[src/rtl/bird_collision_fsm_if.sv]
// Signal bundle between the bird/pipe movers, the game controller and the VGA overlay.
// The controller is the slave; whoever drives frame timing and positions is the master.
interface bird_collision_fsm_if;
   logic       frame_tick;
   logic       btnup;
   logic [9:0] bird_pic_t;
   logic [9:0] bird_pic_b;
   logic [9:0] pipe_l;
   logic [9:0] pipe_r;
   logic [9:0] gap_t;
   logic [9:0] gap_b;
   logic [1:0] game_state;
   logic       game_run;
   logic       game_over;
   logic       hit;
   logic [9:0] score;

   modport master (
      output frame_tick, btnup, bird_pic_t, bird_pic_b, pipe_l, pipe_r, gap_t, gap_b,
      input  game_state, game_run, game_over, hit, score
   );

   modport slave (
      input  frame_tick, btnup, bird_pic_t, bird_pic_b, pipe_l, pipe_r, gap_t, gap_b,
      output game_state, game_run, game_over, hit, score
   );
endinterface

[src/rtl/bird_collision_fsm.sv]
// Game-state controller: per-frame collision check, IDLE/PLAY/DEAD sequencing and score keeping.
//
//   state | meaning
//   IDLE  | waiting for a start press; score shows last game's result
//   PLAY  | bird and pipes move; collisions and pipe passes evaluated each frame
//   DEAD  | game over; restart press accepted only after DEAD_FRAMES frames
module bird_collision_fsm #(
   parameter int unsigned MIN_Y       = 45,
   parameter int unsigned MAX_Y       = 426,
   parameter int unsigned BIRD_L      = 70,
   parameter int unsigned BIRD_W      = 25,
   parameter int unsigned DEAD_FRAMES = 60,
   parameter int unsigned SCORE_MAX   = 999
) (
   input  logic                  system_clk,
   input  logic                  rst,
   bird_collision_fsm_if.slave   bus
);

   localparam int unsigned CNT_W = $clog2(DEAD_FRAMES + 1);

   localparam logic [9:0]       MIN_Y_C     = 10'(MIN_Y);
   localparam logic [9:0]       MAX_Y_M1_C  = 10'(MAX_Y - 1);
   localparam logic [9:0]       BIRD_L_C    = 10'(BIRD_L);
   localparam logic [9:0]       BIRD_R_C    = 10'(BIRD_L + BIRD_W - 1);
   localparam logic [9:0]       SCORE_MAX_C = 10'(SCORE_MAX);
   localparam logic [CNT_W-1:0] DEAD_MAX_C  = CNT_W'(DEAD_FRAMES);

   typedef enum logic [1:0] {
      ST_IDLE = 2'b00,
      ST_PLAY = 2'b01,
      ST_DEAD = 2'b10
   } state_e;

   state_e           state_q, state_d;
   logic [9:0]       score_q, score_d;
   logic [CNT_W-1:0] cnt_q, cnt_d;
   logic             passed_q, passed_d;
   logic             hit_q, hit_d;

   logic             sync1_q, sync2_q, sync_prev_q;
   logic             btn_rise_q;

   logic             bound_hit, x_ovl, pipe_hit, collide;

   // btnup is asynchronous: two flops, then a registered edge detect
   always_ff @(posedge system_clk) begin
      if (rst) begin
         sync1_q     <= 1'b0;
         sync2_q     <= 1'b0;
         sync_prev_q <= 1'b0;
         btn_rise_q  <= 1'b0;
      end else begin
         sync1_q     <= bus.btnup;
         sync2_q     <= sync1_q;
         sync_prev_q <= sync2_q;
         btn_rise_q  <= sync2_q & ~sync_prev_q;
      end
   end

   // Gap edge rows are free rows, hence strict compares against the gap
   always_comb begin
      bound_hit = (bus.bird_pic_t <= MIN_Y_C) | (bus.bird_pic_b >= MAX_Y_M1_C);
      x_ovl     = (bus.pipe_l <= BIRD_R_C) & (bus.pipe_r >= BIRD_L_C);
      pipe_hit  = x_ovl & ((bus.bird_pic_t < bus.gap_t) | (bus.bird_pic_b > bus.gap_b));
      collide   = bound_hit | pipe_hit;
   end

   always_ff @(posedge system_clk) begin
      if (rst) begin
         state_q  <= ST_IDLE;
         score_q  <= '0;
         cnt_q    <= '0;
         passed_q <= 1'b0;
         hit_q    <= 1'b0;
      end else begin
         state_q  <= state_d;
         score_q  <= score_d;
         cnt_q    <= cnt_d;
         passed_q <= passed_d;
         hit_q    <= hit_d;
      end
   end

   always_comb begin
      state_d  = state_q;
      score_d  = score_q;
      cnt_d    = cnt_q;
      passed_d = passed_q;
      hit_d    = 1'b0;
      unique case (state_q)
         ST_IDLE: begin
            if (btn_rise_q) begin
               state_d  = ST_PLAY;
               score_d  = '0;
               passed_d = 1'b0;
            end
         end
         ST_PLAY: begin
            if (bus.frame_tick) begin
               if (collide) begin
                  state_d = ST_DEAD;
                  hit_d   = 1'b1;
                  cnt_d   = '0;
               end else if (bus.pipe_r < BIRD_L_C) begin
                  if (!passed_q) begin
                     passed_d = 1'b1;
                     if (score_q != SCORE_MAX_C) score_d = score_q + 10'd1;
                  end
               end else begin
                  // pipe back on the right of the bird re-arms scoring
                  passed_d = 1'b0;
               end
            end
         end
         ST_DEAD: begin
            if (bus.frame_tick && (cnt_q != DEAD_MAX_C)) cnt_d = cnt_q + 1'b1;
            if ((cnt_q == DEAD_MAX_C) && btn_rise_q) state_d = ST_IDLE;
         end
         default: state_d = ST_IDLE;
      endcase
   end

   assign bus.game_state = state_q;
   assign bus.game_run   = (state_q == ST_PLAY);
   assign bus.game_over  = (state_q == ST_DEAD);
   assign bus.hit        = hit_q;
   assign bus.score      = score_q;

endmodule

[src/flat_wrapper.sv]
// flat-port wrapper written by rule: the top's interface ports become plain ports
module bird_collision_fsm_flat 
#(
   parameter int unsigned MIN_Y       = 45,
   parameter int unsigned MAX_Y       = 426,
   parameter int unsigned BIRD_L      = 70,
   parameter int unsigned BIRD_W      = 25,
   parameter int unsigned DEAD_FRAMES = 60,
   parameter int unsigned SCORE_MAX   = 999
)
  (system_clk, rst, bus_frame_tick, bus_btnup, bus_bird_pic_t, bus_bird_pic_b, bus_pipe_l, bus_pipe_r, bus_gap_t, bus_gap_b, bus_game_state, bus_game_run, bus_game_over, bus_hit, bus_score);
  bird_collision_fsm_if bus_i ();
  input  logic system_clk;
  input  logic rst;
  input wire logic [$bits(bus_i.frame_tick)-1:0] bus_frame_tick;
  input wire logic [$bits(bus_i.btnup)-1:0] bus_btnup;
  input wire logic [$bits(bus_i.bird_pic_t)-1:0] bus_bird_pic_t;
  input wire logic [$bits(bus_i.bird_pic_b)-1:0] bus_bird_pic_b;
  input wire logic [$bits(bus_i.pipe_l)-1:0] bus_pipe_l;
  input wire logic [$bits(bus_i.pipe_r)-1:0] bus_pipe_r;
  input wire logic [$bits(bus_i.gap_t)-1:0] bus_gap_t;
  input wire logic [$bits(bus_i.gap_b)-1:0] bus_gap_b;
  output wire logic [$bits(bus_i.game_state)-1:0] bus_game_state;
  output wire logic [$bits(bus_i.game_run)-1:0] bus_game_run;
  output wire logic [$bits(bus_i.game_over)-1:0] bus_game_over;
  output wire logic [$bits(bus_i.hit)-1:0] bus_hit;
  output wire logic [$bits(bus_i.score)-1:0] bus_score;
  assign bus_i.frame_tick = bus_frame_tick;
  assign bus_i.btnup = bus_btnup;
  assign bus_i.bird_pic_t = bus_bird_pic_t;
  assign bus_i.bird_pic_b = bus_bird_pic_b;
  assign bus_i.pipe_l = bus_pipe_l;
  assign bus_i.pipe_r = bus_pipe_r;
  assign bus_i.gap_t = bus_gap_t;
  assign bus_i.gap_b = bus_gap_b;
  assign bus_game_state = bus_i.game_state;
  assign bus_game_run = bus_i.game_run;
  assign bus_game_over = bus_i.game_over;
  assign bus_hit = bus_i.hit;
  assign bus_score = bus_i.score;
  bird_collision_fsm #(.MIN_Y(MIN_Y), .MAX_Y(MAX_Y), .BIRD_L(BIRD_L), .BIRD_W(BIRD_W), .DEAD_FRAMES(DEAD_FRAMES), .SCORE_MAX(SCORE_MAX)) u_core (.system_clk(system_clk), .rst(rst), .bus(bus_i));
endmodule
[config.mk]
export PLATFORM = sky130hd
export DESIGN_NAME = bird_collision_fsm_flat
export DESIGN_NICKNAME = d
export VERILOG_FILES = /design/src/rtl/bird_collision_fsm_if.sv /design/src/rtl/bird_collision_fsm.sv /design/src/flat_wrapper.sv
export SDC_FILE = /design/constraint.sdc
export NUM_CORES = 1
export LEC_CHECK = 0
export ABC_AREA = 0
export BUFFER_PORTS_ARGS = -buffer_cell sky130_fd_sc_hd__clkbuf_2
export CAP_MARGIN = 15
export CORE_MARGIN = 2
export CORE_UTILIZATION = 35
export CTS_CLUSTER_DIAMETER = 150
export CTS_CLUSTER_SIZE = 40
export DETAILED_ROUTE_END_ITERATION = 7
export PLACE_DENSITY = 0.65
export SLEW_MARGIN = 40
export SYNTH_ARGS = -nofsm -noshare
export SYNTH_HDL_FRONTEND = slang
export SYNTH_SLANG_ARGS = --single-unit
[constraint.sdc]
create_clock -name system_clk -period 4.7 [get_ports system_clk]
set_input_delay 0.94 -clock system_clk [delete_from_list [all_inputs] [get_ports system_clk]]
set_output_delay 0.94 -clock system_clk [all_outputs]
set_load 0.005 [all_outputs]
=== After elaboration in Yosys (flattened, before gate mapping) ===
Index checks and enable logic that the tools add are counted.

* $add $sub $neg: 2
* Magnitude comparators: 7
* Equal/unequal tests: 14
* Multiplexer cells: 22
* Bitwise logic cells: 9
* Reduce and logical (&&, ||, !) cells: 10

{| class="wikitable"
|+ Operators by type and width
! cell !! count
|-
| two-way mux 10 bit || 6
|-
| case mux 10 bit (2 select lines) || 1
|-
| two-way mux 6 bit || 3
|-
| != test 2 x 1 -> 1 bit, second input constant || 6
|-
| case mux 6 bit (2 select lines) || 1
|-
| AND reduction 4 bit || 3
|-
| adder 10 x 1 -> 10 bit, second input constant || 1
|-
| greater-or-equal comparator 10 x 7 -> 1 bit, second input constant || 1
|-
| greater-or-equal comparator 10 x 9 -> 1 bit, second input constant || 1
|-
| greater-than comparator 10 bit || 1
|-
| less-or-equal comparator 10 x 6 -> 1 bit, second input constant || 1
|-
| less-or-equal comparator 10 x 7 -> 1 bit, second input constant || 1
|-
| less-than comparator 10 bit || 1
|-
| less-than comparator 10 x 7 -> 1 bit, second input constant || 1
|-
| != test 10 bit, second input constant || 1
|-
| two-way mux 2 bit || 4
|-
| AND reduction 7 bit || 1
|-
| adder 6 x 1 -> 6 bit, second input constant || 1
|-
| equality test 6 bit, second input constant || 1
|-
| != test 2 bit, second input constant || 3
|-
| != test 6 bit, second input constant || 1
|-
| case mux 2 bit (3 select lines) || 1
|-
| two-way mux 1 bit || 5
|-
| nonzero test 2 bit || 2
|-
| other kinds (9) || 16
|}

* Register bits: 24
* Input bits: 64
* Output and inout bits: 15

=== Logic depth before layout (Yosys ltp) ===
* Depth after elaboration: 7
* Gate-level depth with buffers: 9
* Gate-level depth less buffers: 9

=== Worst setup path before layout ===
Ideal clock, no wire load.

* Path type: input to register
* Start point: in bus_bird_pic_b[2]
* End point: reg u_core.score_q[8], in the netlist u_core.bus.score[8]
* Setup time: 0.096 ns
* Data arrival time: 2.798 ns
* Setup slack: 1.806 ns
* Stages on the path: 7
* Buffers on the path: 1
* Cells stage by stage: nor4_1 > o21bai_1 > a311o_1 > or4_1 > or3_1 > buf_2 > o41ai_2

* Word-level cells in the longest chain between the ends: 6
* Elaborated cells between the ends (all ways): 8
* Those cells by class: order compare (2); eq/ne (1); bitwise (4); reduce/logical (1)

{| class="wikitable"
|+ RTL lines
! item !! RTL line !! text
|-
| start, declared || flat_wrapper.sv:18 || <nowiki>input wire logic [$bits(bus_i.bird_pic_b)-1:0] bus_bird_pic_b;</nowiki>
|-
| greater-than comparator 10 bit || bird_collision_fsm.sv:65 || <nowiki>pipe_hit = x_ovl & ((bus.bird_pic_t < bus.gap_t) | (bus.bird_pic_b > bus.gap_b));</nowiki>
|-
| OR 1 bit || bird_collision_fsm.sv:65 ||
|-
| AND 1 bit || bird_collision_fsm.sv:65 ||
|-
| OR 1 bit * || bird_collision_fsm.sv:66 || <nowiki>collide = bound_hit | pipe_hit;</nowiki>
|-
| != test 2 bit (no line) * || -- ||
|-
| AND reduction 7 bit (no line) * || -- ||
|-
| end signal, assigned || bird_collision_fsm.sv:78 || <nowiki>score_q <= score_d;</nowiki>
|-
| end, declared || bird_collision_fsm.sv:36 || <nowiki>logic [9:0] score_q, score_d;</nowiki>
|}

Mark *: on every way between the ends. The rest lies on a longest branch, timed or not.
A chain may end at the register's enable or synchronous reset.

=== Worst setup path after layout ===
Ends and elaborated chain as after synthesis.

==> reports/results.txt <==
DR WL/cell = 11.11 µm
Worst setup EP type = register
Setup CP Type = in2reg
Crit start category = primary input
Pwr dens = 188.3 mW/mm²
Pint = 0.0003196 W
Htree depth = 1
Crit path max fanout = 10
Met2 routed WL = 1743 µm
Synthesized Nets = 300
Pins over their slew limit = 0
Syn avg cell area = 7.992 µm²
Vias = 1765
Final Skew = 0.002235 ns
Core ar. = 0.004723 mm²
Finished Cell Area = 0.002218 mm²
HP Class = reg2reg
Sequential Power Share = 49.2%
RD Place Congestion = 0.8046
DIE HEIGHT = 73.91 µm
Maxcap violations = 0
Maximum clock frequency = 339.9 MHz
Synth warn = 0
Synth Flop Type = dfxtp_1
Async S/R FF share, synth = 0%
Maximum VDD drop = 0.1180 mV
WP data arrival = 3.11 ns
Uppermost layer routed = met4
Synth Instances = 214
Post-CTS Resized = 0
Clock power share = 32.6%
Final hold vios = 0
Synth cell types = 42
ANT nets after route = 0
Worst-skew pair later-pin latency = 0.26 ns
Largest net degree at the start of global routing = 21
Post-DP Area = 0.002163 mm²
First-pass GRT wire length = 6555 µm
Tot GR Track Use = 14.71%
Fillers = 474
Final WS setup = 1.758 ns
Clk pin slew, worst setup/hold paths = 0.08 ns
M1 WL = 1922 µm
Number of antenna violations at the first check in global routing = 0
Switch share = 23.49%
Clk buf depth = 2
First-pass detailed-route iteration total = 4
Status = complete, no violations
Met3 WL = 278 µm
1st-iter DRT viols = 13
Worst Max-Slew Pin Slew = 0.5942 ns
Overall power = 0.0004177 W
Core Rows = 25
Sequential share of the synthesized area = 28.09%
CTS Buf Count = 3
DR vias/cell = 4.930
Sum Neg Setup Slack = 0 ns
Die area = 0.005462 mm²
CTS Hold Buffers Added = 0
Antenna cells = 0
Die width = 73.91 µm
Synth-to-Final Area Change = 29.70%
Total Routed Length = 3976 µm
Final HPWL DP = 3388 µm
Port bufs = 77
Comb pwr share = 18.2%
Io pins = 79
Layout cell share with drive strength beyond 1 = 29.55%
Setup Fix Bufs, Post-CTS = 0
Final setup vio count = 0
Clk sinks = 24
DP Worst Slack = 1.474 ns
Post-synth EDFFs = 0
Root Driver = clkbuf_8
Initial core utilization = 36.21%
Vias in the first global route = 1601
RSZ-0062 raised after global routing = false
Mapped Area = 0.001710 mm²
NumNets Final = 378
Worst relative slew slack = 60.39%
Net Sw Power = 0.00009810 W
Leakage = 1.068 nW
Seq cells post-synth = 24
DRC Markers = 0
Final Cycle Share = 62.60%
GRT overflow = 0
TritonCTS clock tree = done
Critical path required time = 4.87 ns
Final min period = 2.942 ns
[worst paths after layout]
check                                   start                          endpoint  slack [ns]  depth (start not counted)
max                         bus_bird_pic_b[2]  u_core.bus.score[8]$_SDFFE_PP0P_        1.76                          7
min             u_core.sync_prev_q$_SDFF_PP0_      u_core.btn_rise_q$_SDFF_PP0_        0.39                          1
max reg2reg  u_core.bus.score[0]$_SDFFE_PP0P_  u_core.bus.score[8]$_SDFFE_PP0P_        2.48                          6
min reg2reg     u_core.sync_prev_q$_SDFF_PP0_      u_core.btn_rise_q$_SDFF_PP0_        0.39                          1
[worst max-delay path: stages]
cell and delay [ns]:
clkbuf_2 0.10, nor4_1 0.28, o21bai_1 0.12, a311o_1 0.40
or4_1 0.43, or3_1 0.53, o41ai_2 0.31
[kinds of logic after synthesis]
family	after synthesis	synth area share [%]
and+or+nand+nor	81	26.48
AOI/OAI and AO/OA	55	21.14
buffers and inverters	29	6.437
DFF	24	28.09
adders and majority gates	22	16.09
muxes	2	1.244
xor gates and xnor gates	1	0.5122
[through the flow]
step / hold WS, ns / instances / util [%]
2_1_floorplan: 0.3674 / 214 / -
3_3_place_gp: 0.3703 / 354 / 45.80
3_5_place_dp: 0.3745 / 354 / 45.80
4_1_cts: 0.3868 / 358 / 46.97
5_1_grt: 0.4047 / 358 / 46.97
6_report: 0.3852 / 358 / 46.97
[sequential cells by signal (all words and copies together), names as in the netlist]
| register | flops |
|---|---|
| u_core.cnt_q | 6 |
| u_core.btn_rise_q | 1 |
| u_core.bus.score | 10 |
| u_core.bus.game_state | 2 |
| u_core.sync1_q | 1 |
| u_core.sync_prev_q | 1 |
| u_core.passed_q | 1 |
| u_core.bus.hit | 1 |
| u_core.sync2_q | 1 |
[metal layers]
layer  global-route usage, %  up-vias
met5                       0        -
met4                   4.242        0
met3                   1.372        2
met2                   25.40       63
met1                   19.47      760
li1                        -      940
[synthesized netlist by cell type (3+ instances only)]
master / number / area (µm²)
nand2b_1: 4 / 25.02
and3_1: 5 / 31.28
nor2_1: 12 / 45.04
nand3b_1: 6 / 45.04
nand2_1: 10 / 37.54
a21o_1: 3 / 22.52
nand3_1: 14 / 70.07
a21oi_1: 10 / 50.05
a31oi_1: 3 / 18.77
nor2b_1: 10 / 62.56
o31ai_1: 3 / 22.52
nor3_1: 4 / 20.02
o21ai_0: 19 / 95.09
nor3b_1: 3 / 22.52
dfxtp_1: 24 / 480.5
inv_1: 25 / 93.84
ha_1: 22 / 275.3
or3_1: 3 / 18.77
o22ai_1: 4 / 25.02
clkbuf_1: 3 / 11.26
[power groups by stage]
| stage | Combinational (W) | Sequential (W) | Clock [W] |
|---|---|---|---|
| floorplan | 0.0000394 | 0.000210 | 0 |
| global placement | 0.0000762 | 0.000210 | 0 |
| detailed placement | 0.0000767 | 0.000210 | 0 |
| CTS | 0.0000776 | 0.000206 | 0.000142 |
| global route | 0.0000904 | 0.000206 | 0.000150 |
| finish | 0.0000760 | 0.000206 | 0.000136 |
[final cells by class]
type	instances	area (µm²)	share of cell area (%)
Tap cell	67	83.83	3.779
Multi-Input combinational cell	161	1120	50.48
Sequential cell	24	480.5	21.66
Inverter	25	93.84	4.230
Timing Repair Buffer	77	385.4	17.37
Clock buffer	4	55.05	2.482
[cell usage in the layout, fill, tap and decap left out, drive strengths merged, types with 2 or more instances in the layout]
cell      n
clkbuf   81
inv      25
dfxtp    24
ha       22
o21ai    19
nand3    14
nor2     12
nor2b    10
a21oi    10
nand2    10
nand3b    6
and3      5
nor3      4
nand2b    4
o22ai     4
or3       3
a31oi     3
o31ai     3
a21o      3
nor3b     3
o41ai     3
nand4     2
a2111oi   2
or4       2
and4      2
Power figures use the tool's default switching activity.
